==> src/rtl/shifter_pkg.sv <==
// Shared definitions for the pipelined shifter:
// op encodings, width helper and stage split.
package shifter_pkg;

    localparam logic [1:0] OP_SLL = 2'b00;
    localparam logic [1:0] OP_SRL = 2'b01;
    localparam logic [1:0] OP_SRA = 2'b10;
    localparam logic [1:0] OP_ROR = 2'b11;

    function automatic int clog2(input int value);
        int res;
        res = 0;
        for (int i = 0; i < 31; i++) begin
            if ((1 << i) < value) begin
                res = i + 1;
            end
        end
        return res;
    endfunction

    // Layers handled ahead of the first register.
    function automatic int stageSplit(input int shw, input int pipe);
        return (pipe >= 2) ? (shw + 1) / 2 : shw;
    endfunction

endpackage

==> src/rtl/shift_layer.sv <==
// One layer of the log shifter: moves the
// operand by DIST bits when enabled.
module shift_layer
    import shifter_pkg::*;
#(
    parameter int WIDTH = 32,
    parameter int DIST  = 1
) (
    input  logic             en,
    input  logic [1:0]       op,
    input  logic             fill,
    input  logic [WIDTH-1:0] din,
    output logic [WIDTH-1:0] dout
);

    // Select the shifted or passed-through operand.
    always_comb begin
        dout = din;
        if (en) begin
            unique case (1'b1)
                (op == OP_SLL): dout = din << DIST;
                (op == OP_SRL): dout = din >> DIST;
                (op == OP_SRA): dout = {{DIST{fill}}, din[WIDTH-1:DIST]};
                (op == OP_ROR): dout = {din[DIST-1:0], din[WIDTH-1:DIST]};
            endcase
        end
    end

endmodule

==> src/rtl/shifter_pipe.sv <==
// Pipelined barrel shifter with elastic stages
// and valid/ready handshakes on both sides.
module shifter_pipe
    import shifter_pkg::*;
#(
    parameter int WIDTH = 32,
    parameter int PIPE  = 2,
    parameter int SHW   = clog2(WIDTH)
) (
    input  logic             clk,
    input  logic             reset,
    input  logic             flush,
    input  logic             inValid,
    output logic             inReady,
    input  logic [WIDTH-1:0] dataA,
    input  logic [WIDTH-1:0] dataB,
    input  logic [1:0]       op,
    output logic             outValid,
    input  logic             outReady,
    output logic [WIDTH-1:0] dataOut,
    output logic             zero
);

    localparam int SPLIT = stageSplit(SHW, PIPE);

    logic [SHW-1:0]   shamt;
    logic [WIDTH-1:0] head [SPLIT+1];
    logic [WIDTH-1:0] finData;
    logic             finValid;
    logic             finLoad;

    assign shamt   = dataB[SHW-1:0];
    assign head[0] = dataA;
    assign finLoad = !outValid || outReady;

    for (genvar k = 0; k < SPLIT; k++) begin : gHead
        shift_layer #(
            .WIDTH(WIDTH),
            .DIST (1 << k)
        ) uLayer (
            .en  (shamt[k]),
            .op  (op),
            .fill(dataA[WIDTH-1]),
            .din (head[k]),
            .dout(head[k+1])
        );
    end

    if (PIPE == 2) begin : gTwo
        logic             midValid;
        logic [WIDTH-1:0] midData;
        logic [1:0]       midOp;
        logic [SHW-1:SPLIT] midShamt;
        logic             midFill;
        logic             midLoad;
        logic [WIDTH-1:0] tail [SPLIT:SHW];

        assign midLoad     = !midValid || finLoad;
        assign inReady     = midLoad && !flush;
        assign tail[SPLIT] = midData;
        assign finData     = tail[SHW];
        assign finValid    = midValid;

        // First stage: partial result plus the controls still needed.
        always_ff @(posedge clk or posedge reset) begin
            if (reset) begin
                midValid <= 1'b0;
                midData  <= '0;
                midOp    <= OP_SLL;
                midShamt <= '0;
                midFill  <= 1'b0;
            end else begin
                if (flush) begin
                    midValid <= 1'b0;
                end else if (midLoad) begin
                    midValid <= inValid;
                end
                if (midLoad && inValid && !flush) begin
                    midData  <= head[SPLIT];
                    midOp    <= op;
                    midShamt <= shamt[SHW-1:SPLIT];
                    midFill  <= dataA[WIDTH-1];
                end
            end
        end

        for (genvar k = SPLIT; k < SHW; k++) begin : gTail
            shift_layer #(
                .WIDTH(WIDTH),
                .DIST (1 << k)
            ) uLayer (
                .en  (midShamt[k]),
                .op  (midOp),
                .fill(midFill),
                .din (tail[k]),
                .dout(tail[k+1])
            );
        end
    end else begin : gOne
        assign inReady  = finLoad && !flush;
        assign finData  = head[SHW];
        assign finValid = inValid;
    end

    // Final stage: result and its zero flag registered together.
    always_ff @(posedge clk or posedge reset) begin
        if (reset) begin
            outValid <= 1'b0;
            dataOut  <= '0;
            zero     <= 1'b1;
        end else begin
            if (flush) begin
                outValid <= 1'b0;
            end else if (finLoad) begin
                outValid <= finValid;
            end
            if (finLoad && finValid && !flush) begin
                dataOut <= finData;
                zero    <= (finData == '0);
            end
        end
    end

endmodule
==> config.mk <==
export PLATFORM = sky130hd
export DESIGN_NAME = shifter_pipe
export DESIGN_NICKNAME = d
export VERILOG_FILES = /design/src/rtl/shifter_pkg.sv /design/src/rtl/shift_layer.sv /design/src/rtl/shifter_pipe.sv
export SDC_FILE = /design/constraint.sdc
export NUM_CORES = 1
export LEC_CHECK = 0
export CAP_MARGIN = 20
export CORE_MARGIN = 8
export CORE_UTILIZATION = 60
export DETAILED_ROUTE_END_ITERATION = 16
export PLACE_DENSITY = 0.88
export SLEW_MARGIN = 5
export SYNTH_ARGS = -nofsm -noshare
export SYNTH_HDL_FRONTEND = slang
export SYNTH_SLANG_ARGS = --single-unit
==> constraint.sdc <==
create_clock -name clk -period 3.6 [get_ports clk]
set_clock_uncertainty 0.05 [all_clocks]
set_input_delay 0.54 -clock clk [delete_from_list [all_inputs] [get_ports clk]]
set_output_delay 0.54 -clock clk [all_outputs]
set_load 0.1 [all_outputs]
==> impl_metrics.json, run 1 <==
{
  "status": "finished, final reports clean",
  "grt_start_max_net_pins": 87,
  "grt_setup_unrepaired": "no",
  "tightest_slew_ns": 1.01,
  "die-height_um": 121,
  "max-cap-violations": 0,
  "clk_pin_slew_ns": 0.08,
  "cp_cell_sequence": "clkdlybuf4s50_1 > buf_4 > or3b_1 > a31oi_2 > inv_1 > mux4_2 > mux2i_1 > mux2_2",
  "vias": 7251,
  "power_density_mw_per_mm2": 556,
  "grt_pass1_vias": 6720,
  "setup_viol": 0,
  "hold_viol": 0,
  "post-synth-top-count-cell": "nand2_1",
  "wl_um": 22700,
  "synthTopCellsByArea": "dfrtp_1, o21ai_0, nand2_1",
  "p_comb_share_pct": 53.3,
  "syn_inst": 865,
  "multiInputGateArea_mm2": 0.00442,
  "worstReg2RegStart": "gTwo.midShamt[3]",
  "grt_pass1_wl_um": 36100,
  "worst-path-max-fanout": 19,
  "crit_path_start_kind": "primary input",
  "synth_common_cells": "nand2_1, nor2_1, o21ai_0",
  "cts_buffers": 9,
  "critPathCaptureType": "flop",
  "fmax_mhz": 351,
  "relSlewSlack_pct": 32.6,
  "seqPwrFrac_pct": 28.2,
  "post-route-min-period_ns": 2.85,
  "drc_errors": 0,
  "die-area_mm2": 0.0147,
  "drt_iter0_drc": 1063,
  "cts-root-buf": "clkbuf_8",
  "ys_ff_latch": 72,
  "seq_area_frac_synth_pct": 27.0,
  "dp_hpwl_um": 17200,
  "power.clock.fraction_pct": 18.5,
  "layout-drive-gt1-share_pct": 13.3,
  "syn-num-nets": 936,
  "switching_share_pct": 50.3,
  "p_sw_w": 0.00215,
  "hold_start": "dataOut[25]",
  "antennaDiodeCount": 0,
  "grtUsageTotal_pct": 30.3,
  "antenna_found_initial": 0,
  "gp_congestion": 0.949,
  "ctsHoldBuffers": 0,
  "cts_resized": 0,
  "critical_path_arrival_ns": 3.09,
  "ant_nets": 0,
  "hold_slack_ns": 0.433,
  "port_buffers": 78,
  "ioPinCount": 106,
  "core_area_mm2": 0.0108,
  "p_leak_nw": 2.98,
  "hp-class": "reg -> reg",
  "hold_path_end": "dataOut[25]",
  "setup_tns_ns": 0,
  "ir_worst_vdd_v": 0.000846,
  "period_share_pct": 79.1,
  "cts-htree-levels": 3,
  "vias_per_cell": 6.95,
  "yosysUniqueCellTypes": 71,
  "cts_buffer_depth": 2,
  "die_width_um": 121,
  "syn_area_mm2": 0.00667,
  "first_pass_iters": 6,
  "worst_ep_required_time_ns": 3.84,
  "worstSkewPairLatency_ns": 0.36,
  "ff2ff_path_depth": 7,
  "crit_slowest_cell": "clkdlybuf4s50_1",
  "clock-sinks": 72,
  "r2r_end": "zero",
  "initial_core_util_pct": 61.5,
  "avgRoutedWirePerCell_um": 21.7,
  "syn_avg_cell_area_um2": 7.71,
  "synth_edf_count": 0,
  "drv_slew": 0,
  "ys_async_sr_fraction_pct": 100,
  "ys.flop_type": "dfrtp_1",
  "synth_top_area_share_pct": 26.6,
  "fin_area_mm2": 0.00771,
  "fillCellCount": 863,
  "final_nets": 970,
  "grt_overflow_total": 0,
  "p_int_w": 0.00213,
  "critical_path_class": "in -> reg",
  "rows": 38,
  "cts_tree": "yes",
  "critPathMaxStageDelay_ns": 0.54,
  "area.sequential_mm2": 0.00180,
  "placed_area_mm2": 0.00747,
  "synthDominantAreaCellType": "dfrtp_1",
  "ff2ff_setup_slack_ns": 0.77,
  "areaGrowthSynthToFinish_pct": 15.6,
  "min_path_cells": 2,
  "cts_setup_buffers": 0,
  "yosysWarnings": 0
}
-- routing by layer --
layer,global-route usage (%),up-vias,part of all wire (%)
met2,49.6,441,48
li1,-,3317,-
met4,16.6,0,5.0
met5,0,-,0
met1,37.6,3419,39
met3,4.75,74,7.8
-- power by group through the flow --
stage	registers [W]	clock network [W]	logic, W
2_1_floorplan	0.00192	0	0.000909
3_3_place_gp	0.00120	0	0.00221
4_1_cts	0.00120	0.000800	0.00227
3_5_place_dp	0.00121	0	0.00226
6_report	0.00121	0.000793	0.00229
5_1_grt	0.00123	0.000838	0.00240
-- layout by cell type (no fill, tap or decap), types with 10 or more instances in the layout --
| cell type | n |
|---|---|
| nand4_1 | 12 |
| mux2_2 | 10 |
| or3b_1 | 14 |
| buf_4 | 28 |
| mux4_2 | 13 |
| clkdlybuf4s50_1 | 75 |
| nand2b_1 | 16 |
| o21ai_0 | 92 |
| a21oi_1 | 41 |
| o22ai_1 | 11 |
| nor2b_1 | 11 |
| dfrtp_1 | 70 |
| a311oi_1 | 23 |
| nor3_1 | 10 |
| or3b_2 | 16 |
| mux2i_1 | 22 |
| nand2_1 | 117 |
| a31oi_1 | 29 |
| inv_1 | 11 |
| a211oi_1 | 18 |
| o211ai_1 | 22 |
| nor2_1 | 98 |
-- flip-flops by register name, summed over array words and instances, names as in the netlist --
name / cells
dataOut: 32
zero: 1
gTwo.midShamt: 2
outValid: 1
gTwo.midData: 32
finValid: 1
gTwo.midOp: 2
gTwo.midFill: 1
-- per-stage QoR --
step / util, % / power (W) / worst slack [ns] / std cells
2_1_floorplan: - / 0.00283 / 0.394 / 865
3_3_place_gp: 68.9 / 0.00342 / 0.560 / 1028
3_5_place_dp: 68.9 / 0.00347 / 0.444 / 1028
4_1_cts: 71.1 / 0.00426 / 0.814 / 1044
5_1_grt: 71.1 / 0.00446 / 0.625 / 1044
6_report: 71.1 / 0.00429 / 0.753 / 1044
-- worst max-delay path by stage --
stage	start	cells past startpoint	endpoint
6_report	op[1]	8	gTwo.midData[19]
2_1_floorplan	outValid	7	gTwo.midData[2]
3_5_place_dp	op[0]	8	gTwo.midData[19]
4_1_cts	op[0]	8	gTwo.midData[19]
5_1_grt	op[0]	8	gTwo.midData[19]
3_3_place_gp	op[0]	8	gTwo.midData[19]
-- area by class of cell --
cell class,instances,area share [%]
Inverter,14,0.682
Sequential cell,72,23.4
Clock inverter,6,1.49
Timing Repair Buffer,107,13.1
Multi-Input combinational cell,695,57.4
Clock buffer,10,1.66
Tap cell,140,2.27
-- cells by family after synthesis --
group	Yosys count	share of synthesized area, %
AOI/OAI and AO/OA	328	33.5
xor gates and xnor gates	1	0.131
buffers and inverters	98	6.79
DFF	72	27.0
muxes	45	9.38
and+or+nand+nor	321	23.2
-- critical path, delay by kind of cell --
kind / cells / cell delay [ns]
buffers and inverters: 3 / 0.94
muxes: 3 / 0.87
and+or+nand+nor: 1 / 0.37
AOI/OAI and AO/OA: 1 / 0.36
Note: power is estimated with default switching activity, not from simulation.
==> run 2: changes to the inputs <==
- CORE_UTILIZATION: 60 -> 55
- PLACE_DENSITY: 0.88 -> 0.82
- clock period: 3.6 -> 2.7 ns (I/O delays scaled with it)
==> impl_metrics.json, run 2 (synthesized netlist as in run 1, its figures left out) <==
{
  "first_pass_iters": 5,
  "fillCellCount": 1000,
  "max-cap-violations": 0,
  "dp_hpwl_um": 16900,
  "cts_buffers": 9,
  "fmax_mhz": 397,
  "period_share_pct": 93.3,
  "rows": 40,
  "cts_tree": "yes",
  "avgRoutedWirePerCell_um": 20.0,
  "die_width_um": 126,
  "grt_pass1_wl_um": 35600,
  "pre_cts_ws_ns": -0.0610,
  "grtUsageTotal_pct": 27.5,
  "vias": 7233,
  "status": "finished, final reports clean",
  "fin_ws_ns": 0.181,
  "wl_um": 22100,
  "hold_slack_ns": 0.399,
  "p_leak_nw": 3.37,
  "multiInputGateArea_mm2": 0.00444,
  "critical_path_arrival_ns": 2.74,
  "ir_worst_vdd_v": 0.000407,
  "critPathCaptureType": "flop",
  "post-route-util_pct": 69.2,
  "crit_slowest_cell": "or4_1",
  "ctsHoldBuffers": 0,
  "ant_nets": 0,
  "cts_buffer_depth": 2,
  "top_layer_used": "met4",
  "crit_path_start_kind": "flop",
  "final_common_cell": "nand2_1",
  "clock-sinks": 72,
  "clk_pin_slew_ns": 0.06,
  "worstSkewPairLatency_ns": 0.34,
  "vias_per_cell": 6.55,
  "drt_iter0_drc": 944,
  "hp-class": "in -> async",
  "power_density_mw_per_mm2": 738,
  "post-route-min-period_ns": 2.52,
  "port_buffers": 78,
  "drv_slew": 0,
  "grt_setup_unrepaired": "no",
  "gp_congestion": 0.946,
  "hold_viol": 0,
  "tightest_slew_ns": 0.821,
  "grt_start_max_net_pins": 87,
  "ioPinCount": 106,
  "cp_cell_sequence": "buf_4 > nor2_2 > a2bb2oi_1 > o22ai_2 > or4_1 > nor4_2 > a32o_2",
  "initial_core_util_pct": 56.0,
  "grt_pass1_vias": 6635,
  "setup_viol": 0,
  "critical_path_class": "reg -> reg",
  "drt-met1-wl_um": 9280,
  "layout_common_cells": "nand2_1, buf_4, nor2_1, o21ai_0, dfrtp_1",
  "critPathMaxStageDelay_ns": 0.56,
  "relSlewSlack_pct": 45.2,
  "cts-root-buf": "clkbuf_16",
  "cts_setup_buffers": 0,
  "die-area_mm2": 0.0159,
  "grt_overflow_total": 0,
  "top_regs": "dataOut x32, gTwo.midData x32",
  "area.sequential_mm2": 0.00181,
  "final_nets": 1023,
  "layout-drive-gt1-share_pct": 21.8,
  "cts-htree-levels": 3,
  "dr_wl_met3_um": 1450,
  "worst_ep_required_time_ns": 2.92,
  "die-height_um": 126,
  "drc_errors": 0,
  "antennaDiodeCount": 0,
  "wl_met2_um": 10600,
  "antenna_found_initial": 0,
  "worst-path-max-fanout": 10,
  "areaGrowthSynthToFinish_pct": 23.6,
  "core_area_mm2": 0.0119
}
run 2: cell types whose count changed in the layout (fill, tap and decap cells not counted):
| cell | previous run | this run |
|---|---|---|
| clkdlybuf4s50_1 | 75 | 41 |
| buf_4 | 28 | 107 |
| clkbuf_8 | 9 | 0 |
| nor4_1 | 1 | 0 |
| a21oi_2 | 1 | 0 |
| dfrtp_2 | 1 | 2 |
| clkbuf_16 | 0 | 9 |
| a21oi_4 | 0 | 1 |
| dfrtp_1 | 70 | 69 |
| nor4_2 | 0 | 1 |
| buf_12 | 2 | 10 |
run 2: worst max-delay path: cells and delay by family, from the launching register on:
kind	cells	cell delay, ns
AO/OA/AOI/OAI	3	0.59
buffers and inverters	1	0.22
flip-flops	1	0.47
AND/OR/NAND/NOR	3	1.13
run 2: path summary, 6_finish.rpt:
check | start | to | slack [ns] | depth (start not counted)
worst min-delay path | reset | gTwo.midData[1] | 0.40 | 3
max in group asynchronous | reset | zero | 1.82 | 3
worst max-delay path | gTwo.midOp[1] | zero | 0.18 | 7
min in group clk | dataOut[27] | dataOut[27] | 0.43 | 2
worst min register to register | dataOut[27] | dataOut[27] | 0.43 | 2
worst max register to register | gTwo.midOp[1] | zero | 0.18 | 7
run 2: metrics by stage:
step	cell area, µm²	std cells	setup TNS [ns]	total power, W
after floorplan	6680	865	0	0.00377
after global placement	7900	1088	-0.0746	0.00463
after detailed placement	7900	1088	-0.244	0.00468
after CTS	8240	1104	0	0.00606
after global routing	8250	1104	0	0.00636
final	8250	1104	0	0.00608
run 2: cell type report:
| cell class | count | area share [%] |
|---|---|---|
| inverter | 14 | 0.637 |
| tap | 147 | 2.23 |
| multi-input combinational | 695 | 53.8 |
| clock inverter | 6 | 1.40 |
| sequential | 72 | 21.9 |
| clock buffer | 10 | 2.78 |
| timing repair buffer | 160 | 17.3 |
run 2: layer usage:
layer	vias up	global-route usage [%]
met5	-	0
met4	0	12.5
met3	67	4.51
met2	354	44.5
met1	3386	35.3
li1	3426	-
run 2: what timing repair did:
item	4_1_cts	5_1_grt
hold endpoints to repair	0	0
resized for setup	0	1
endpoints found under the setup margin	0	1
run 2: where the power goes:
part           internal, W  switching [W]
sequential         0.00132       0.000273
combinational     0.000959        0.00215
clock             0.000909       0.000473
total              0.00319        0.00289
